[src/rtl/product_seg_scanner_if.sv]
// Bus between the multiplier product source and the BCD/seven-segment display stage.
// The master drives the product and load strobe; the slave returns status, digits and the display bus.
interface product_seg_scanner_if;
    logic [5:0] p_in;
    logic       load;
    logic       busy;
    logic       valid;
    logic [3:0] bcd_t;
    logic [3:0] bcd_o;
    logic [6:0] seg;
    logic [1:0] an;

    modport master (
        output p_in, load,
        input  busy, valid, bcd_t, bcd_o, seg, an
    );

    modport slave (
        input  p_in, load,
        output busy, valid, bcd_t, bcd_o, seg, an
    );
endinterface

[src/rtl/product_seg_scanner.sv]
// Serial binary-to-BCD conversion (shift-add-3) of a 6-bit product, feeding a
// time-multiplexed 2-digit common-anode seven-segment display.
module product_seg_scanner #(
    parameter int REFRESH_DIV = 100000,
    parameter bit BLANK_LZ    = 1'b1
) (
    input  logic                  clk,
    input  logic                  rst,
    product_seg_scanner_if.slave  bus
);
    localparam int CW = $clog2(REFRESH_DIV);

    typedef enum logic [1:0] {IDLE, SHIFT, DONE} state_t;

    state_t        state_q, state_d;
    logic [5:0]    shift_q, shift_d;
    logic [7:0]    scratch_q, scratch_d;
    logic [2:0]    cnt_q, cnt_d;
    logic          busy_q, busy_d;
    logic          valid_q, valid_d;
    logic [3:0]    bcd_t_q, bcd_t_d;
    logic [3:0]    bcd_o_q, bcd_o_d;
    logic [CW-1:0] ref_cnt_q, ref_cnt_d;
    logic          sel_q, sel_d;
    logic [7:0]    adj;

    function automatic logic [6:0] seg_code(input logic [3:0] d);
        case (d)
            4'd0:    seg_code = 7'b1111110;
            4'd1:    seg_code = 7'b0110000;
            4'd2:    seg_code = 7'b1101101;
            4'd3:    seg_code = 7'b1111001;
            4'd4:    seg_code = 7'b0110011;
            4'd5:    seg_code = 7'b1011011;
            4'd6:    seg_code = 7'b1011111;
            4'd7:    seg_code = 7'b1110000;
            4'd8:    seg_code = 7'b1111111;
            4'd9:    seg_code = 7'b1111011;
            default: seg_code = 7'b0000000;
        endcase
    endfunction

    always_comb begin
        state_d   = state_q;
        shift_d   = shift_q;
        scratch_d = scratch_q;
        cnt_d     = cnt_q;
        busy_d    = busy_q;
        valid_d   = 1'b0;
        bcd_t_d   = bcd_t_q;
        bcd_o_d   = bcd_o_q;
        adj[7:4]  = (scratch_q[7:4] >= 4'd5) ? scratch_q[7:4] + 4'd3 : scratch_q[7:4];
        adj[3:0]  = (scratch_q[3:0] >= 4'd5) ? scratch_q[3:0] + 4'd3 : scratch_q[3:0];

        case (state_q)
            IDLE: begin
                if (bus.load) begin
                    shift_d   = bus.p_in;
                    scratch_d = 8'd0;
                    cnt_d     = 3'd0;
                    busy_d    = 1'b1;
                    state_d   = SHIFT;
                end
            end
            SHIFT: begin
                // {scratch, shift} << 1 after the per-nibble add-3 correction
                scratch_d = {adj[6:0], shift_q[5]};
                shift_d   = {shift_q[4:0], 1'b0};
                cnt_d     = cnt_q + 3'd1;
                if (cnt_q == 3'd5) begin
                    bcd_t_d = scratch_d[7:4];
                    bcd_o_d = scratch_d[3:0];
                    valid_d = 1'b1;
                    busy_d  = 1'b0;
                    state_d = DONE;
                end
            end
            DONE: begin
                state_d = IDLE;
            end
            default: begin
                state_d = IDLE;
                busy_d  = 1'b0;
            end
        endcase

        // Scan runs independently of the conversion FSM.
        if (ref_cnt_q == CW'(REFRESH_DIV - 1)) begin
            ref_cnt_d = '0;
            sel_d     = ~sel_q;
        end else begin
            ref_cnt_d = ref_cnt_q + CW'(1);
            sel_d     = sel_q;
        end
    end

    always_ff @(posedge clk or posedge rst) begin
        if (rst) begin
            state_q   <= IDLE;
            shift_q   <= '0;
            scratch_q <= '0;
            cnt_q     <= '0;
            busy_q    <= 1'b0;
            valid_q   <= 1'b0;
            bcd_t_q   <= '0;
            bcd_o_q   <= '0;
            ref_cnt_q <= '0;
            sel_q     <= 1'b0;
        end else begin
            state_q   <= state_d;
            shift_q   <= shift_d;
            scratch_q <= scratch_d;
            cnt_q     <= cnt_d;
            busy_q    <= busy_d;
            valid_q   <= valid_d;
            bcd_t_q   <= bcd_t_d;
            bcd_o_q   <= bcd_o_d;
            ref_cnt_q <= ref_cnt_d;
            sel_q     <= sel_d;
        end
    end

    assign bus.busy  = busy_q;
    assign bus.valid = valid_q;
    assign bus.bcd_t = bcd_t_q;
    assign bus.bcd_o = bcd_o_q;

    // sel_q = 0 lights the ones digit, 1 the tens digit
    always_comb begin
        if (!sel_q) begin
            bus.an  = 2'b10;
            bus.seg = seg_code(bcd_o_q);
        end else if (BLANK_LZ && bcd_t_q == 4'd0) begin
            bus.an  = 2'b11;
            bus.seg = 7'b0000000;
        end else begin
            bus.an  = 2'b01;
            bus.seg = seg_code(bcd_t_q);
        end
    end
endmodule

[src/flat_wrapper.sv]
// flat-port wrapper written by rule: the top's interface ports become plain ports
module product_seg_scanner_flat 
#(
    parameter int REFRESH_DIV = 100000,
    parameter bit BLANK_LZ    = 1'b1
)
  (clk, rst, bus_p_in, bus_load, bus_busy, bus_valid, bus_bcd_t, bus_bcd_o, bus_seg, bus_an);
  product_seg_scanner_if bus_i ();
  input  logic clk;
  input  logic rst;
  input wire logic [$bits(bus_i.p_in)-1:0] bus_p_in;
  input wire logic [$bits(bus_i.load)-1:0] bus_load;
  output wire logic [$bits(bus_i.busy)-1:0] bus_busy;
  output wire logic [$bits(bus_i.valid)-1:0] bus_valid;
  output wire logic [$bits(bus_i.bcd_t)-1:0] bus_bcd_t;
  output wire logic [$bits(bus_i.bcd_o)-1:0] bus_bcd_o;
  output wire logic [$bits(bus_i.seg)-1:0] bus_seg;
  output wire logic [$bits(bus_i.an)-1:0] bus_an;
  assign bus_i.p_in = bus_p_in;
  assign bus_i.load = bus_load;
  assign bus_busy = bus_i.busy;
  assign bus_valid = bus_i.valid;
  assign bus_bcd_t = bus_i.bcd_t;
  assign bus_bcd_o = bus_i.bcd_o;
  assign bus_seg = bus_i.seg;
  assign bus_an = bus_i.an;
  product_seg_scanner #(.REFRESH_DIV(REFRESH_DIV), .BLANK_LZ(BLANK_LZ)) u_core (.clk(clk), .rst(rst), .bus(bus_i));
endmodule
[config.mk]
export PLATFORM = sky130hd
export DESIGN_NAME = product_seg_scanner_flat
export DESIGN_NICKNAME = d
export VERILOG_FILES = /design/src/rtl/product_seg_scanner_if.sv /design/src/rtl/product_seg_scanner.sv /design/src/flat_wrapper.sv
export SDC_FILE = /design/constraint.sdc
export NUM_CORES = 1
export LEC_CHECK = 0
export BUFFER_PORTS_ARGS = -buffer_cell sky130_fd_sc_hd__clkbuf_2
export CAP_MARGIN = 25
export CORE_MARGIN = 2
export CORE_UTILIZATION = 60
export DETAILED_ROUTE_END_ITERATION = 8
export PLACE_DENSITY = 0.81
export SYNTH_ARGS = -nofsm -noshare
export SYNTH_HDL_FRONTEND = slang
export SYNTH_SLANG_ARGS = --single-unit
[constraint.sdc]
create_clock -name clk -period 4.15 [get_ports clk]
set_input_delay 0.83 -clock clk [delete_from_list [all_inputs] [get_ports clk]]
set_output_delay 0.83 -clock clk [all_outputs]
set_load 0.01 [all_outputs]
==> results.sh <==
export IMPL_status="completed"
export IMPL_area_growth_pct=10.1
export IMPL_cts_repair_timing_setup_buffer_count=0
export IMPL_slowest_stage="dfrtp_1"
export IMPL_cts_sinks=47
export IMPL_finalSetupViolCount=0
export IMPL_hold_viol_final=0
export IMPL_cp_arrival_ns=1.98
export IMPL_top_layer="met4"
export IMPL_synth_compound_gate_area_share=0.139
export IMPL_drtAntennaViolNets=0
export IMPL_place_congestion=0.913
export IMPL_gr_usage_all_layers=0.211
export IMPL_syn_instance_count=280
export IMPL_synth_area_mm2=0.00259
export IMPL_tritoncts="yes"
export IMPL_final_setup_tns_ns=0
export IMPL_cts_root_buf="clkbuf_8"
export IMPL_p_per_area_mw_per_mm2=648
export IMPL_path_delay_family="flip-flops"
export IMPL_yosysMostFrequentCell="dfrtp_1"
export IMPL_synth_mux_area_frac=0.0319
export IMPL_io_pins=28
export IMPL_start_util=0.634
export IMPL_wl_met3_um=201
export IMPL_drc_errors=0
export IMPL_num_vias=2015
export IMPL_coreArea_mm2=0.00409
export IMPL_synth_async_reset_ratio=1.00
export IMPL_die_y_um=69.7
export IMPL_max_stage_delay_ns=0.51
export IMPL_fin_util=0.698
export IMPL_cp_end_kind="output port"
export IMPL_synth_simple_area_share=0.188
export IMPL_fin_crit_ns=2.81
export IMPL_post_route_period_util=0.676
export IMPL_num_fill_cells=328
export IMPL_drt_initial_drc_count=79
export IMPL_row_count=23
export IMPL_cts_buffer_depth=2
export IMPL_synthXorXnorAreaFrac=0.0575
export IMPL_totalWireLength_um=4660
export IMPL_max_freq_mhz=356
export IMPL_ys_types=41
export IMPL_yosysWarnings=0
export IMPL_antenna_cells=0
export IMPL_grt_pass1_vias=1942
export IMPL_synth_seq_cells=47
export IMPL_syn_avg_cell_area_um2=9.25
export IMPL_yosys_area_share_adder=0.0870
export IMPL_yosysTopAreaCell="dfrtp_1"
export IMPL_htree_levels=2
export IMPL_cp_max_fo=9
export IMPL_clock_latency_ns=0.30
export IMPL_met1_length_um=2250
export IMPL_drv_cap=0
export IMPL_path_cells="inv_1 -> ha_1 -> or2_2 -> a21oi_1 -> a31oi_1 -> o22ai_1 -> clkbuf_2"
export IMPL_skew_ns=0.00314
export IMPL_grt_pass1_wl_um=8340
export IMPL_numCtsBuffers=5
export IMPL_tightest_slew_ns=0.924
export IMPL_portBuffers=27
export IMPL_cts_hold_buf=0
export IMPL_synth_top_family_by_area="simple AND/OR/NAND/NOR gates"
export IMPL_syn_nets=307
export IMPL_nets=332
export IMPL_die_area_mm2=0.00486
export IMPL_dr_pass1_iters=5
export IMPL_cp_start_kind="register"
export IMPL_rsz0062_at_grt="no"
export IMPL_worstSetupPathType="register to output port"
export IMPL_ys_flop_type="dfrtp_1"
export IMPL_grt_overflow_total=0
export IMPL_drive_gt1_frac=0.137
export IMPL_wl_met2_um=2100
export IMPL_cts_resized=0
export IMPL_antenna_found_initial=0
export IMPL_critPathBufInv=2
export IMPL_leakagePower_uw=0.00134
export IMPL_hpwl_um=3410
export IMPL_yosysTopAreaCellShare=0.454
export IMPL_synth_edff_count=0
export IMPL_required_ns=3.32
export IMPL_synth_common_cells="dfrtp_1 (47), nand2_1 (33), o21ai_0 (27)"
export IMPL_seq_area_frac_synth=0.454
export IMPL_viasPerCell=5.66
export IMPL_max_slew_margin=0.383
export IMPL_synth_area_leaders="dfrtp_1 (45%), ha_1 (8.7%), o21ai_0 (5.2%), nand2_1 (4.8%), xnor2_1 (4.1%)"
export IMPL_finalMaxSlewViolations=0
export IMPL_grt_max_degree=48
export IMPL_die_w_um=69.7
export IMPL_wl_per_cell_um=13.1
export IMPL_min_path_type="register to register"
export IMPL_cts_clk_slew_worst_paths_ns=0.08
export IMPL_ir_drop_mv=0.358
-- routing by layer --
| metal | up-vias | GRT usage |
|---|---|---|
| met5 | - | 0 |
| met4 | 0 | 0.0897 |
| met3 | 10 | 0.0465 |
| met2 | 46 | 0.333 |
| met1 | 945 | 0.282 |
| li1 | 1014 | - |
-- through the flow --
| stage | setup WS, ns | cell area (um2) | hold slack [ns] | power (uW) | instances |
|---|---|---|---|---|---|
| floorplan | 1.81 | 2590 | 0.449 | 1320 | 280 |
| detailed placement | 1.67 | 2750 | 0.470 | 1560 | 348 |
| global route | 1.18 | 2850 | 0.512 | 2020 | 356 |
| finish | 1.34 | 2850 | 0.486 | 1850 | 356 |
| global placement | 1.77 | 2750 | 0.465 | 1530 | 348 |
| CTS | 1.33 | 2850 | 0.489 | 1860 | 356 |
-- layout make-up --
type                       count  area (um2)  area share
clock buffer                   8         100      0.0351
inverter                      18        67.6      0.0237
multi-input combinational    205        1300       0.457
sequential                    47        1180       0.412
tap                           50        62.6      0.0219
timing repair buffer          28         143      0.0500
-- power breakdown --
| part | total [uW] | switching (uW) | internal [uW] |
|---|---|---|---|
| Combinational | 823 | 465 | 357 |
| Sequential | 729 | 150 | 580 |
| Clock | 296 | 144 | 152 |
| Total | 1850 | 759 | 1090 |
-- tightest hold or removal path, delay by kind of cell, from the launching register on --
family / cells / cell delay (ns)
AOI/OAI and AO/OA: 1 / 0.06
DFF: 1 / 0.35
and+or+nand+nor: 1 / 0.05
-- final timing paths --
path	start	to	cells past startpoint	slack [ns]
setup / recovery	u_core.bus.bcd_o[1]	bus_seg[3]	7	1.34
hold / removal	u_core.shift_q[4]	u_core.shift_q[4]	2	0.49
setup reg to reg	u_core.ref_cnt_q[13]	u_core.ref_cnt_q[5]	4	2.42
hold reg to reg	u_core.shift_q[4]	u_core.shift_q[4]	2	0.49
max in group asynchronous	rst	u_core.ref_cnt_q[12]	2	2.87
min in group asynchronous	rst	u_core.ref_cnt_q[3]	2	0.72
-- sequential cells by signal, indices dropped and copies added, names as in the netlist --
| name | flops |
|---|---|
| u_core.bus.valid | 1 |
| u_core.bus.busy | 1 |
| u_core.shift_q | 6 |
| u_core.bus.bcd_o | 4 |
| u_core.bus.bcd_t | 4 |
| u_core.scratch_q | 8 |
| u_core.cnt_q | 3 |
| u_core.sel_q | 1 |
| u_core.state_q | 2 |
| u_core.ref_cnt_q | 17 |
-- cell usage in the layout, fill, tap and decap left out, types with 7 or more instances in the layout --
master | synthesis | routed
dfrtp_1 | 47 | 47
ha_1 | 18 | 18
o21ai_0 | 27 | 27
xnor2_1 | 12 | 12
clkbuf_2 | 0 | 27
inv_1 | 18 | 17
nor3_1 | 7 | 7
nand2b_1 | 9 | 9
clkbuf_8 | 0 | 7
a21oi_1 | 19 | 19
nand2_1 | 33 | 33
nor2_1 | 21 | 21
-- cells by family (layout without fill, tap and decap cells) --
logic type | Yosys count | count (layout)
buffers and inverters | 28 | 54
xor gates and xnor gates | 17 | 17
adders and majority gates | 18 | 18
AOI/OAI and AO/OA | 65 | 65
and+or+nand+nor | 97 | 97
muxes | 8 | 8
DFF | 47 | 47
Power figures use the tool's default switching activity.
